### config.mk
export PLATFORM = sky130hd
export DESIGN_NAME = ps2_key_ctrl
export DESIGN_NICKNAME = d
export VERILOG_FILES = /design/src/rtl/ps2_key_ctrl.sv
export SDC_FILE = /design/constraint.sdc
export NUM_CORES = 1
export LEC_CHECK = 0
export CAP_MARGIN = 40
export CORE_ASPECT_RATIO = 2
export CORE_MARGIN = 1.5
export CORE_UTILIZATION = 50
export DETAILED_ROUTE_END_ITERATION = 8
export PLACE_DENSITY_LB_ADDON = 0.3
export SLEW_MARGIN = 40
export SYNTH_ARGS = -nofsm -noshare
export SYNTH_HDL_FRONTEND = slang
export SYNTH_SLANG_ARGS = --single-unit
### constraint.sdc
create_clock -name clk -period 2 [get_ports clk]
set_input_delay 0.2 -clock clk [delete_from_list [all_inputs] [get_ports clk]]
set_output_delay 0.2 -clock clk [all_outputs]
set_load 0.02 [all_outputs]
### src/rtl/ps2_key_ctrl.sv
// PS/2 byte sequencer: prefix FSM, 4-deep key event FIFO and receiver reset control.
// Define PS2_WATCHDOG_EN to build the stalled-frame watchdog on ps2c.
module ps2_key_ctrl #(
    parameter int TIMEOUT = 150000,
    parameter int RST_LEN = 4
) (
    input  logic       clk,
    input  logic       reset,
    input  logic       ps2c,
    input  logic       rx_done_tick,
    input  logic [7:0] rx_dout,
    output logic       rx_reset,
    output logic       rx_en,
    output logic       key_valid,
    input  logic       key_ready,
    output logic [7:0] key_code,
    output logic       key_ext,
    output logic       key_break,
    output logic       overflow,
    output logic       frame_err
);
    // bit1 = E0 seen, bit0 = F0 seen; doubles as {ext, brk} of the pushed event
    typedef enum logic [1:0] {
        IDLE     = 2'b00,
        GOT_F0   = 2'b01,
        GOT_E0   = 2'b10,
        GOT_E0F0 = 2'b11
    } state_t;

    state_t      state_q, state_d;
    logic        rx_reset_q, rx_reset_d;
    logic        tick, is_e0, is_f0, fire;
    logic        push;
    logic [9:0]  push_data;
    logic [9:0]  mem_q [4];
    logic [9:0]  mem_d [4];
    logic [1:0]  wr_ptr_q, wr_ptr_d, rd_ptr_q, rd_ptr_d;
    logic [2:0]  cnt_q, cnt_d;
    logic        overflow_q, overflow_d;
    logic        full, pop, do_push;
    logic [9:0]  head;

    assign tick  = rx_done_tick & ~rx_reset_q;
    assign is_e0 = (rx_dout == 8'hE0);
    assign is_f0 = (rx_dout == 8'hF0);

    always_ff @(posedge clk or posedge reset) begin
        if (reset) state_q <= IDLE;
        else       state_q <= state_d;
    end

    always_comb begin
        state_d = state_q;
        if (tick) begin
            if (is_e0) begin
                state_d = GOT_E0;
            end else if (is_f0) begin
                unique case (state_q)
                    IDLE:    state_d = GOT_F0;
                    GOT_E0:  state_d = GOT_E0F0;
                    default: state_d = state_q;
                endcase
            end else begin
                state_d = IDLE;
            end
        end else if (fire) begin
            state_d = IDLE;
        end
    end

    always_comb begin
        push      = tick & ~is_e0 & ~is_f0;
        push_data = {state_q[1], state_q[0], rx_dout};
    end

`ifdef PS2_WATCHDOG_EN
    localparam int CW = $clog2(TIMEOUT + 1);
    localparam int RW = $clog2(RST_LEN + 1);

    logic [CW-1:0] wd_cnt_q, wd_cnt_d;
    logic [RW-1:0] rst_cnt_q, rst_cnt_d;
    logic          armed_q, armed_d;
    logic          sync1_q, sync2_q, prev_q;
    logic          frame_err_q;
    logic          fall;

    assign fall = prev_q & ~sync2_q & ~rx_reset_q;
    // a byte arriving on the deadline edge wins over the timeout
    assign fire = armed_q & (wd_cnt_q == CW'(TIMEOUT - 1)) & ~tick;

    always_comb begin
        armed_d  = armed_q;
        wd_cnt_d = wd_cnt_q;
        if (tick) begin
            armed_d  = (state_d != IDLE);
            wd_cnt_d = '0;
        end else if (fire) begin
            armed_d  = 1'b0;
            wd_cnt_d = '0;
        end else if (armed_q) begin
            wd_cnt_d = wd_cnt_q + CW'(1);
        end else if (fall) begin
            armed_d  = 1'b1;
            wd_cnt_d = '0;
        end
    end

    always_comb begin
        rx_reset_d = 1'b0;
        rst_cnt_d  = rst_cnt_q;
        if (fire) begin
            rx_reset_d = 1'b1;
            rst_cnt_d  = RW'(RST_LEN - 1);
        end else if (rst_cnt_q != '0) begin
            rx_reset_d = 1'b1;
            rst_cnt_d  = rst_cnt_q - RW'(1);
        end
    end

    always_ff @(posedge clk or posedge reset) begin
        if (reset) begin
            wd_cnt_q    <= '0;
            rst_cnt_q   <= '0;
            armed_q     <= 1'b0;
            sync1_q     <= 1'b0;
            sync2_q     <= 1'b0;
            prev_q      <= 1'b0;
            frame_err_q <= 1'b0;
        end else begin
            wd_cnt_q    <= wd_cnt_d;
            rst_cnt_q   <= rst_cnt_d;
            armed_q     <= armed_d;
            sync1_q     <= ps2c;
            sync2_q     <= sync1_q;
            prev_q      <= sync2_q;
            frame_err_q <= fire;
        end
    end

    assign frame_err = frame_err_q;
`else
    logic unused_ps2c;
    assign unused_ps2c = ps2c;
    assign fire        = 1'b0;
    assign rx_reset_d  = 1'b0;
    assign frame_err   = 1'b0;
`endif

    always_ff @(posedge clk or posedge reset) begin
        if (reset) rx_reset_q <= 1'b1;
        else       rx_reset_q <= rx_reset_d;
    end

    assign rx_reset = rx_reset_q;
    assign rx_en    = ~rx_reset_q;

    assign key_valid = (cnt_q != 3'd0);
    assign full      = (cnt_q == 3'd4);
    assign pop       = key_valid & key_ready;
    assign do_push   = push & (~full | pop);

    always_comb begin
        mem_d      = mem_q;
        wr_ptr_d   = wr_ptr_q;
        rd_ptr_d   = rd_ptr_q;
        cnt_d      = cnt_q;
        overflow_d = overflow_q | (push & full & ~pop);
        if (do_push) begin
            mem_d[wr_ptr_q] = push_data;
            wr_ptr_d        = wr_ptr_q + 2'd1;
        end
        if (pop) rd_ptr_d = rd_ptr_q + 2'd1;
        unique case ({do_push, pop})
            2'b10:   cnt_d = cnt_q + 3'd1;
            2'b01:   cnt_d = cnt_q - 3'd1;
            default: cnt_d = cnt_q;
        endcase
    end

    always_ff @(posedge clk or posedge reset) begin
        if (reset) begin
            for (int i = 0; i < 4; i++) mem_q[i] <= '0;
            wr_ptr_q   <= '0;
            rd_ptr_q   <= '0;
            cnt_q      <= '0;
            overflow_q <= 1'b0;
        end else begin
            mem_q      <= mem_d;
            wr_ptr_q   <= wr_ptr_d;
            rd_ptr_q   <= rd_ptr_d;
            cnt_q      <= cnt_d;
            overflow_q <= overflow_d;
        end
    end

    assign head      = mem_q[rd_ptr_q];
    assign key_ext   = head[9];
    assign key_break = head[8];
    assign key_code  = head[7:0];
    assign overflow  = overflow_q;
endmodule

Yosys cells after proc, flatten, opt, wreduce, memory -nomap -nowiden
Cells that the tools add are included.
{ "totals": {"word_cells": 55, "output_inout_bits": 15, "regBits": 51} }
{ "op_classes": {"reduce_logical": 5, "n_bitwise": 16, "magnitude_cmp": 3, "eq_ne": 7, "n_addsub": 4, "n_mux": 10} }
{ "ops": {"columns": ["operator", "count"], "rows": [
  ["40-bit bitwise mux", 1],
  ["10-bit two-way mux", 3],
  ["10-bit binary-select mux with 2-bit select", 1],
  ["10-bit demux with 2-bit select", 1],
  ["8-bit equality test, second input constant", 2],
  ["1-bit bitwise AND", 7],
  ["3-bit greater-or-equal comparator, second input constant", 2],
  ["2-bit NOT with 3-bit output", 2],
  ["3-bit case mux with 2 select lines", 1],
  ["1-bit NOT", 5],
  ["2-bit by 1-bit adder with 2-bit output, second input constant", 2],
  ["2-bit equality test, second input constant", 2],
  ["2-bit two-way mux", 2],
  ["4-bit by 2-bit != test with 1-bit output, second input constant", 1],
  ["2-bit case mux with 2 select lines", 1],
  ["3-bit by 1-bit adder with 3-bit output, second input constant", 1],
  ["3-bit equality test, second input constant", 1],
  ["3-bit by 1-bit less-than comparator with 1-bit output, second input constant", 1],
  ["3-bit nonzero test", 1],
  ["3-bit by 1-bit subtractor with 3-bit output, second input constant", 1],
  ["2-bit by 1-bit equality test with 1-bit output, second input constant", 1],
  ["2-bit logical NOT", 1],
  ["1-bit bitwise OR", 2],
  ["2-bit AND reduction", 1],
  ["2 further kinds", 2]
]} }

Depth between registers and ports, before layout
Gate-level depths: netlist (run 1).
{ "logic_depth": {"depth_word": 7, "mapped_depth": 7} }

Least setup slack after synthesis (run 1)
No wires, ideal clock.
{ "synth_path": {"path_kind": "register to register", "startpoint": "register rx_reset_q, in the netlist rx_reset", "endpoint": "register cnt_q[2]", "required_ns": 1.921, "setup_slack_ns": -0.131, "arrival_time_ns": 2.051, "path_stages_with_launch": 8, "cell_sequence": "dfstp_2 -> nand2b_1 -> a21o_2 -> nand2_1 -> fa_1 -> or3_1 -> mux2i_1 -> xor2_1"} }
{ "synth_between": {"elab_chain_cells": 7} }
{ "synth_lines": {"columns": ["item", "line", "rtl"], "rows": [
  ["start, declared", "31", "logic rx_reset_q, rx_reset_d;"],
  ["start signal, assigned", "151", "else rx_reset_q <= rx_reset_d;"],
  ["1-bit NOT (*)", "43", "assign tick = rx_done_tick & ~rx_reset_q;"],
  ["1-bit bitwise AND (*)", "43", null],
  ["1-bit bitwise AND (*) (2 in a row)", "72", "push = tick & ~is_e0 & ~is_f0;"],
  ["1-bit bitwise AND (*)", "160", "assign do_push = push & (~full | pop);"],
  ["2-bit by 1-bit equality test with 1-bit output or 2-bit equality test (tied branches)", "173", "unique case ({do_push, pop})"],
  ["3-bit case mux with 2 select lines or 2-bit nonzero test (tied branches)", null, null],
  ["end signal, assigned", "191", "cnt_q <= cnt_d;"],
  ["end, declared", "38", "logic [2:0] cnt_q, cnt_d;"]
]} }
Mark *: on every way between the ends. The rest lies on a longest branch, timed or not.
A chain may end at the register's enable or synchronous reset.

Final worst setup path (run 1)
Same ends and word-level chain as after synthesis.

==> results.md, run 1 <==
- Mapped Area: approximately 2400 um2
- CP max stage delay: about 0.55 ns
- Outcome: complete, no violations
- Number of fill cells: 346
- DR vias: approximately 1400
- Design area: a little under 3000 um2
- Tmin final: between 1.5 and 2 ns
- Clock sink count: between 50 and 60
- Crit-path slowest cell: dfstp_2
- Reg2reg end: cnt_q[2]$_DFFE_PP0P_
- Clock Path Buffers: 2
- Util after Layout: 65.1%
- P&R area growth vs syn: 26.1%
- Net count, final: approximately 220
- Detailed Route Iter0 Violations: 14
- Share of layout cells above drive strength 1: 45.0%
- Yosys top cell area share: 53.2%
- Post-Route Skew: around 0.0054 ns
- Io pins: 28
- Clk Tree Root Cell: clkbuf_8
- Pin count of the biggest net entering global routing: 27
- Worst slack, placed: -0.440 ns
- Worst Path Required: roughly 2.2 ns
- Setup crit end kind: flop
- Top_reg_cell synth: dfrtp_1
- CP delay by family, top: flip-flops
- Hold Worst Slack: 0.275 ns
- Avg Inst Size Synth: ~16 um2
- WP buf/inv: 0
- M1 wire length: approximately 1.8 mm
- Worst-Margin Slew: 0.563 ns
- First-pass GRT wire length: just under 8 mm
- Seq cells post-synth: 51
- Met2 WL: approximately 2.8 mm
- FF-to-FF Start: rx_reset$_DFF_PP1_
- CP Cell Sequence: nand2b_4, a21o_4, nand2_4, fa_2, or3_1, mux2i_1, xor2_1
- Final slew viol count: 0
- H-tree depth: 2
- FF-to-FF path depth: 7
- Worst IR Drop VDD: between 0.001 and 0.0015 V
- Async SR Flop Fraction: 100%
- Routed met3 length: 133 um
- RSZ-0062 raised after global routing: yes
- Die Wd: a little over 50 um
- Number of global-route vias before repair: 1590
- First-pass DRT Iterations: 4
- Post-Layout Cell Count: 257
- Diode count: 0
- Synth Warn #: 0
- Cts bufs inserted: 5
- Initial antenna violation count: 0
- CP Max Fanout: 3
- Post-synth top area cell: dfrtp_1
- Core Rows: 35
- Max Freq: 514 MHz
- Inst Count DP: between 200 and 250
- Worst hold path class: in2async
- Die ar.: 5150 um2
- Final Hold Viols: 0
- Drt drc: 0
- Static Leak: 0.00142 uW
- Placement Cell Area: approximately 2800 um2
- Critical path arrival: between 2 and 2.5 ns
- Worst-path clk slew: ~0.08 ns
- Library cells used by synthesis: 29
- Mapped Cells: roughly 150
- Critical path class: reg2reg
- Congestion Overflow GR: 0
- ANT nets after route: 0
- Wire length per cell: around 19 um
- Clock Latency Late Sink: 0.29 ns
- Die height: 100 um
- CTS tree: yes
- Synth area leaders: dfrtp_1, mux2_2, mux4_2, mux2_4, ha_1
- Max-Slew Margin vs Limit: roughly 62%
- Final WS setup: ~0.053 ns
- Core Region: roughly 4600 um2
- Hold Buf Count CTS: 0
- GPL Wtd Cong: around 0.8
- Total wire length: between 4 and 5 mm
- Power Density: roughly 1400 nW/um2
- Slack of the worst reg-to-reg path: around 0.053 ns
- Port-buffer cells: 25
- Sequential fraction of the synthesis area: 54.3%
- Number of synthesized flops with an enable pin: 0
- Max-cap viol count: 0
- CP startpoint: rx_reset$_DFF_PP1_
- Final worst path period share: 97.3%
- DR top layer: met4
- DP HPWL: 3.51 mm
- CP Launch Type: flop
- Total GRT Usage: about a fifth
- Vias per cell: 5.48
- Initial Util: between 50% and 60%
- Final setup fails: 0
-- cells by family (layout without fill, tap and decap cells) --
logic type      after synthesis  in the layout  synth area share (%)
mux                          53             53                  30.9
xor+xnor                      5              5                  1.86
other cells                   1              2                 0.159
fa+ha+maj                     5              5                  2.98
compound gates                6              6                  2.34
simple gates                 21             21                  5.79
buf+inv                       9             59                  1.65
flops                        51             51                  54.3
-- power breakdown --
group / leakage [uW] / switching, uW / internal (uW)
clock network: 0.0000371 / 301 / 234
logic: 0.000761 / 885 / 1100
registers: 0.000624 / 261 / 1480
-- cell type report --
| class | instances | area (um2) | share of cell area (%) |
|---|---|---|---|
| tap | 55 | 68.8 | 2.32 |
| inverter | 6 | 22.5 | 0.759 |
| timing repair buffer | 47 | 449 | 15.1 |
| multi-input combinational | 92 | 1080 | 36.3 |
| clock buffer | 6 | 72.6 | 2.45 |
| sequential | 51 | 1280 | 43.1 |
-- cells in the mapped netlist (3+ instances only) --
cell type and number:
dfrtp_1 50, mux2_2 34, mux4_2 10, inv_1 6, mux2_4 6, nand2_1 6
ha_1 4, nand2_4 4, nor2_1 4, mux2i_1 3, xnor2_1 3
-- how the worst max path moves through the flow --
stage / to / slack, ns / cells after the start
final: cnt_q[2]$_DFFE_PP0P_ / 0.05 / 7
after CTS: cnt_q[2]$_DFFE_PP0P_ / 0.0006 / 8
after global routing: cnt_q[2]$_DFFE_PP0P_ / -0.02 / 7
after floorplan: cnt_q[2]$_DFFE_PP0P_ / 0.02 / 7
after detailed placement: cnt_q[2]$_DFFE_PP0P_ / -0.44 / 8
after global placement: cnt_q[2]$_DFFE_PP0P_ / -0.34 / 8
-- routing by layer --
metal	track usage [%]	vias up
met5	0	-
met4	7.69	0
met3	4.02	11
met2	37.8	28
met1	23.2	730
li1	-	640
-- registers in the layout, summed over array words and instances (netlist names) --
name,count
cnt_q,3
mem_q,40
overflow,1
rd_ptr_q,2
rx_reset,1
state_q,2
wr_ptr_q,2
-- cell usage in the layout (no fill, tap or decap), drive strengths merged, types with 2 or more instances in the layout --
cell and count:
mux4 10, mux2i 3, a21o 2, or3 2, nor2 4, xnor2 3
clkdlybuf4s50 11, clkbuf 6, dlymetal6s2s 3, mux2 40, dlygate4sd2 9, conb 2
clkdlybuf4s15 2, nand2 10, xor2 2, dfrtp 50, ha 4, inv 6
buf 22, o21ai 2
-- stage by stage --
stage,setup TNS (ns),power (uW)
final,0,4260
after global routing,-0.0219,4510
after CTS,0,4290
after detailed placement,-5.28,3880
after global placement,-3.60,3730
after floorplan,0,3060
-- timing repair --
action / 4_1_cts / 5_1_grt
pin swaps: 2 / 6
resized for setup: 12 / 8
setup buffers: 2 / 3
setup endpoints to repair: 11 / 5
(Power assumes the default switching activity.)
==> run 2, diff against run 1 <==
ABC_AREA = 1   (was default)
SLEW_MARGIN = default   (was 40)
==> results.md, run 2 <==
- CP delay by family, top: buffers and inverters
- Tmin final: between 1.5 and 2 ns
- P&R area growth vs syn: 19.5%
- Placement Cell Area: 2840 um2
- Biggest regs: mem_q x40, cnt_q x3
- Max-cap viol count: 0
- Worst Path Required: between 1.5 and 2 ns
- CTS tree: yes
- Die ar.: ~5400 um2
- Yosys top cell area share: 51.1%
- Initial antenna violation count: 0
- Number of fill cells: around 420
- CP max stage delay: 0.38 ns
- Setup crit end kind: primary output
- Final Hold Viols: 0
- Synth area leaders: dfrtp_1, nand2_1, o21ai_2, o21ai_1, nor2_1
- Congestion Overflow GR: 0
- Commonest non-fill, non-tap cell in the layout: nand2_1
- Design area: a little under 3000 um2
- Static Leak: between 0.001 and 0.0015 uW
- M1 wire length: between 1.5 and 2 mm
- Initial Util: a little over half
- Crit-path slowest cell: dfrtp_1
- Switch Pwr: around 1800 uW
- Vias per cell: between 5 and 6
- Final slew viol count: 0
- Clock Power Share: roughly 14%
- Core Region: roughly 4600 um2
- Io pins: 28
- Outcome: complete, no violations
- Post-Route Skew: 0.00343 ns
- Total wire length: between 4 and 5 mm
- GPL Wtd Cong: 0.740
- Core Rows: 35
- CP Cell Sequence: inv_1, buf_12, o21ai_0, o22ai_1, dlygate4sd2_1
- Cts bufs inserted: 5
- Critical path arrival: 1.62 ns
- Die Wd: 52.5 um
- Diode count: 0
- Drt drc: 0
- TNS Setup: 0 ns
- Port-buffer cells: 25
- Power Density: 1510 nW/um2
- Number of synthesized flops with an enable pin: 0
- CP Max Fanout: 18
- Number of setup buffers added after CTS: 0
- Multi-input logic area: between 900 and 1000 um2
- Util after Layout: between 60% and 70%
- Dominant cell by count in the synthesized netlist: nand2_1
- Pin count of the biggest net entering global routing: 52
- Mapped Cells: between 200 and 300
- DR top layer: met4
- Max Freq: around 550 MHz
- Seq cells post-synth: 51
- Clock sink count: 51
- Share of layout cells above drive strength 1: 15.7%
- Commonest non-fill, non-tap cells in the layout: nand2_1, dfrtp_1, nor2_1
- Final setup fails: 0
- Critical path class: reg2out
- Clock Path Buffers: 2
- Detailed Route Iter0 Violations: 39
- Total GRT Usage: 21.0%
- Met2 WL: 2.74 mm
- Worst-path clk slew: ~0.08 ns
- H-tree depth: 2
- Worst hold path class: in2async
- Routed met3 length: 147 um
- WP buf/inv: 3
- Post-synth top area cell: dfrtp_1
- Top_reg_cell synth: dfrtp_1
- CP startpoint: rd_ptr_q[0]$_DFFE_PP0P_
- Net count, final: 323
- Avg Inst Size Synth: approximately 9.0 um2
- DR vias: between 1500 and 2000
- Register area: 1280 um2
- Synth Warn #: 0
- Number of global-route vias before repair: approximately 1900
- Wire length per cell: about 14 um
- Final worst path period share: 90.9%
- Die height: roughly 100 um
- Library cells used by synthesis: 26
- First-pass DRT Iterations: 4
- Flop pwr share: between 30% and 40%
- Async SR Flop Fraction: 100%
- Comb pwr share: 47.7%
- Clock Latency Late Sink: approximately 0.30 ns
- Max reg flops: 40
- Sequential fraction of the synthesis area: 52.1%
- DP HPWL: around 3.4 mm
- FF-to-FF Start: rx_reset$_DFF_PP1_
- Mapped Area: approximately 2400 um2
- Reg with most FFs: mem_q
- First-pass GRT wire length: approximately 8.2 mm
- Sw Ratio: roughly two fifths
- ANT nets after route: 0
- Clk Tree Root Cell: clkbuf_8
- RSZ-0062 raised after global routing: no
- Cell internal pwr: roughly 2600 uW
- CP Launch Type: flop
- Top cells by count, synth: nand2_1, dfrtp_1, nor2_1
- Worst IR Drop VDD: between 0.001 and 0.0015 V
==> run 2: cell types whose count changed after synthesis, sizes merged, moves of 4 or more <==
cell and change:
o22ai +11, clkbuf +4, inv +19, nor2 +27, o21ai +59, mux2 -40, mux4 -10, nand2 +50
nand3 +6, buf +7
==> run 2: cell type report <==
| cell class | instances | share of cell area, % |
|---|---|---|
| inverter | 25 | 3.29 |
| timing repair buffer | 39 | 14.3 |
| sequential | 51 | 43.6 |
| tap | 55 | 2.35 |
| multi-input combinational | 183 | 33.0 |
| clock buffer | 8 | 3.42 |
==> run 2: metal layers <==
metal	up-vias	global-route usage, %
met4	0	8.09
li1	956	-
met1	892	23.0
met5	-	0
met2	30	38.8
met3	9	3.51
==> run 2: power by group through the flow <==
stage,clock (uW),combinational [uW],sequential [uW]
2_1_floorplan,0,1470,1670
3_3_place_gp,0,2230,1680
3_5_place_dp,0,2270,1710
4_1_cts,645,2140,1690
5_1_grt,686,2340,1750
6_report,629,2110,1690
==> run 2: logic make-up after synthesis <==
kind of cell               after synthesis  synth area share, %
adders and majority gates                5                 2.86
buffers and inverters                   39                 8.53
AOI/OAI and AO/OA                       75                 18.3
other                                    1                0.153
xor gates and xnor gates                 2                0.715
DFF                                     51                 52.1
and+or+nand+nor                         99                 17.3
==> run 2: stage by stage <==
step	hold slack (ns)	setup slack (ns)	power, uW	std cells
2_1_floorplan	0.389	0.208	3130	273
3_5_place_dp	0.459	-0.0665	3980	353
5_1_grt	0.278	0.0619	4770	361
6_report	0.251	0.181	4430	361
4_1_cts	0.268	0.183	4470	361
3_3_place_gp	0.455	-0.0293	3910	353
==> run 2: repair_timing <==
action / in CTS / in global routing
hold buffers: 0 / 0
gates resized for setup: 11 / 0
hold endpoints to repair: 0 / 0
setup endpoints to repair: 10 / 0
==> run 2: tightest hold or removal path: stages <==
cell and delay (ns):
clkdlybuf4s50_1 0.41, inv_2 0.07, buf_12 0.25
==> run 2: worst paths after layout <==
check / cells after the start / slack (ns) / end
setup / recovery: 5 / 0.18 / key_code[4]
hold / removal: 3 / 0.25 / mem_q[38]$_DFFE_PP0P_
setup reg to reg: 9 / 0.36 / cnt_q[1]$_DFFE_PP0P_
hold reg to reg: 2 / 0.48 / cnt_q[2]$_DFFE_PP0P_
max in group asynchronous: 3 / 1.46 / rx_reset$_DFF_PP1_
min in group clk: 2 / 0.48 / cnt_q[2]$_DFFE_PP0P_
==> run 3, diff against run 2 <==
GPL_ROUTABILITY_DRIVEN = 0   (was default)
==> results of run 3 <==
Same layout as run 2: the final DEF is identical, and so are final timing and power.
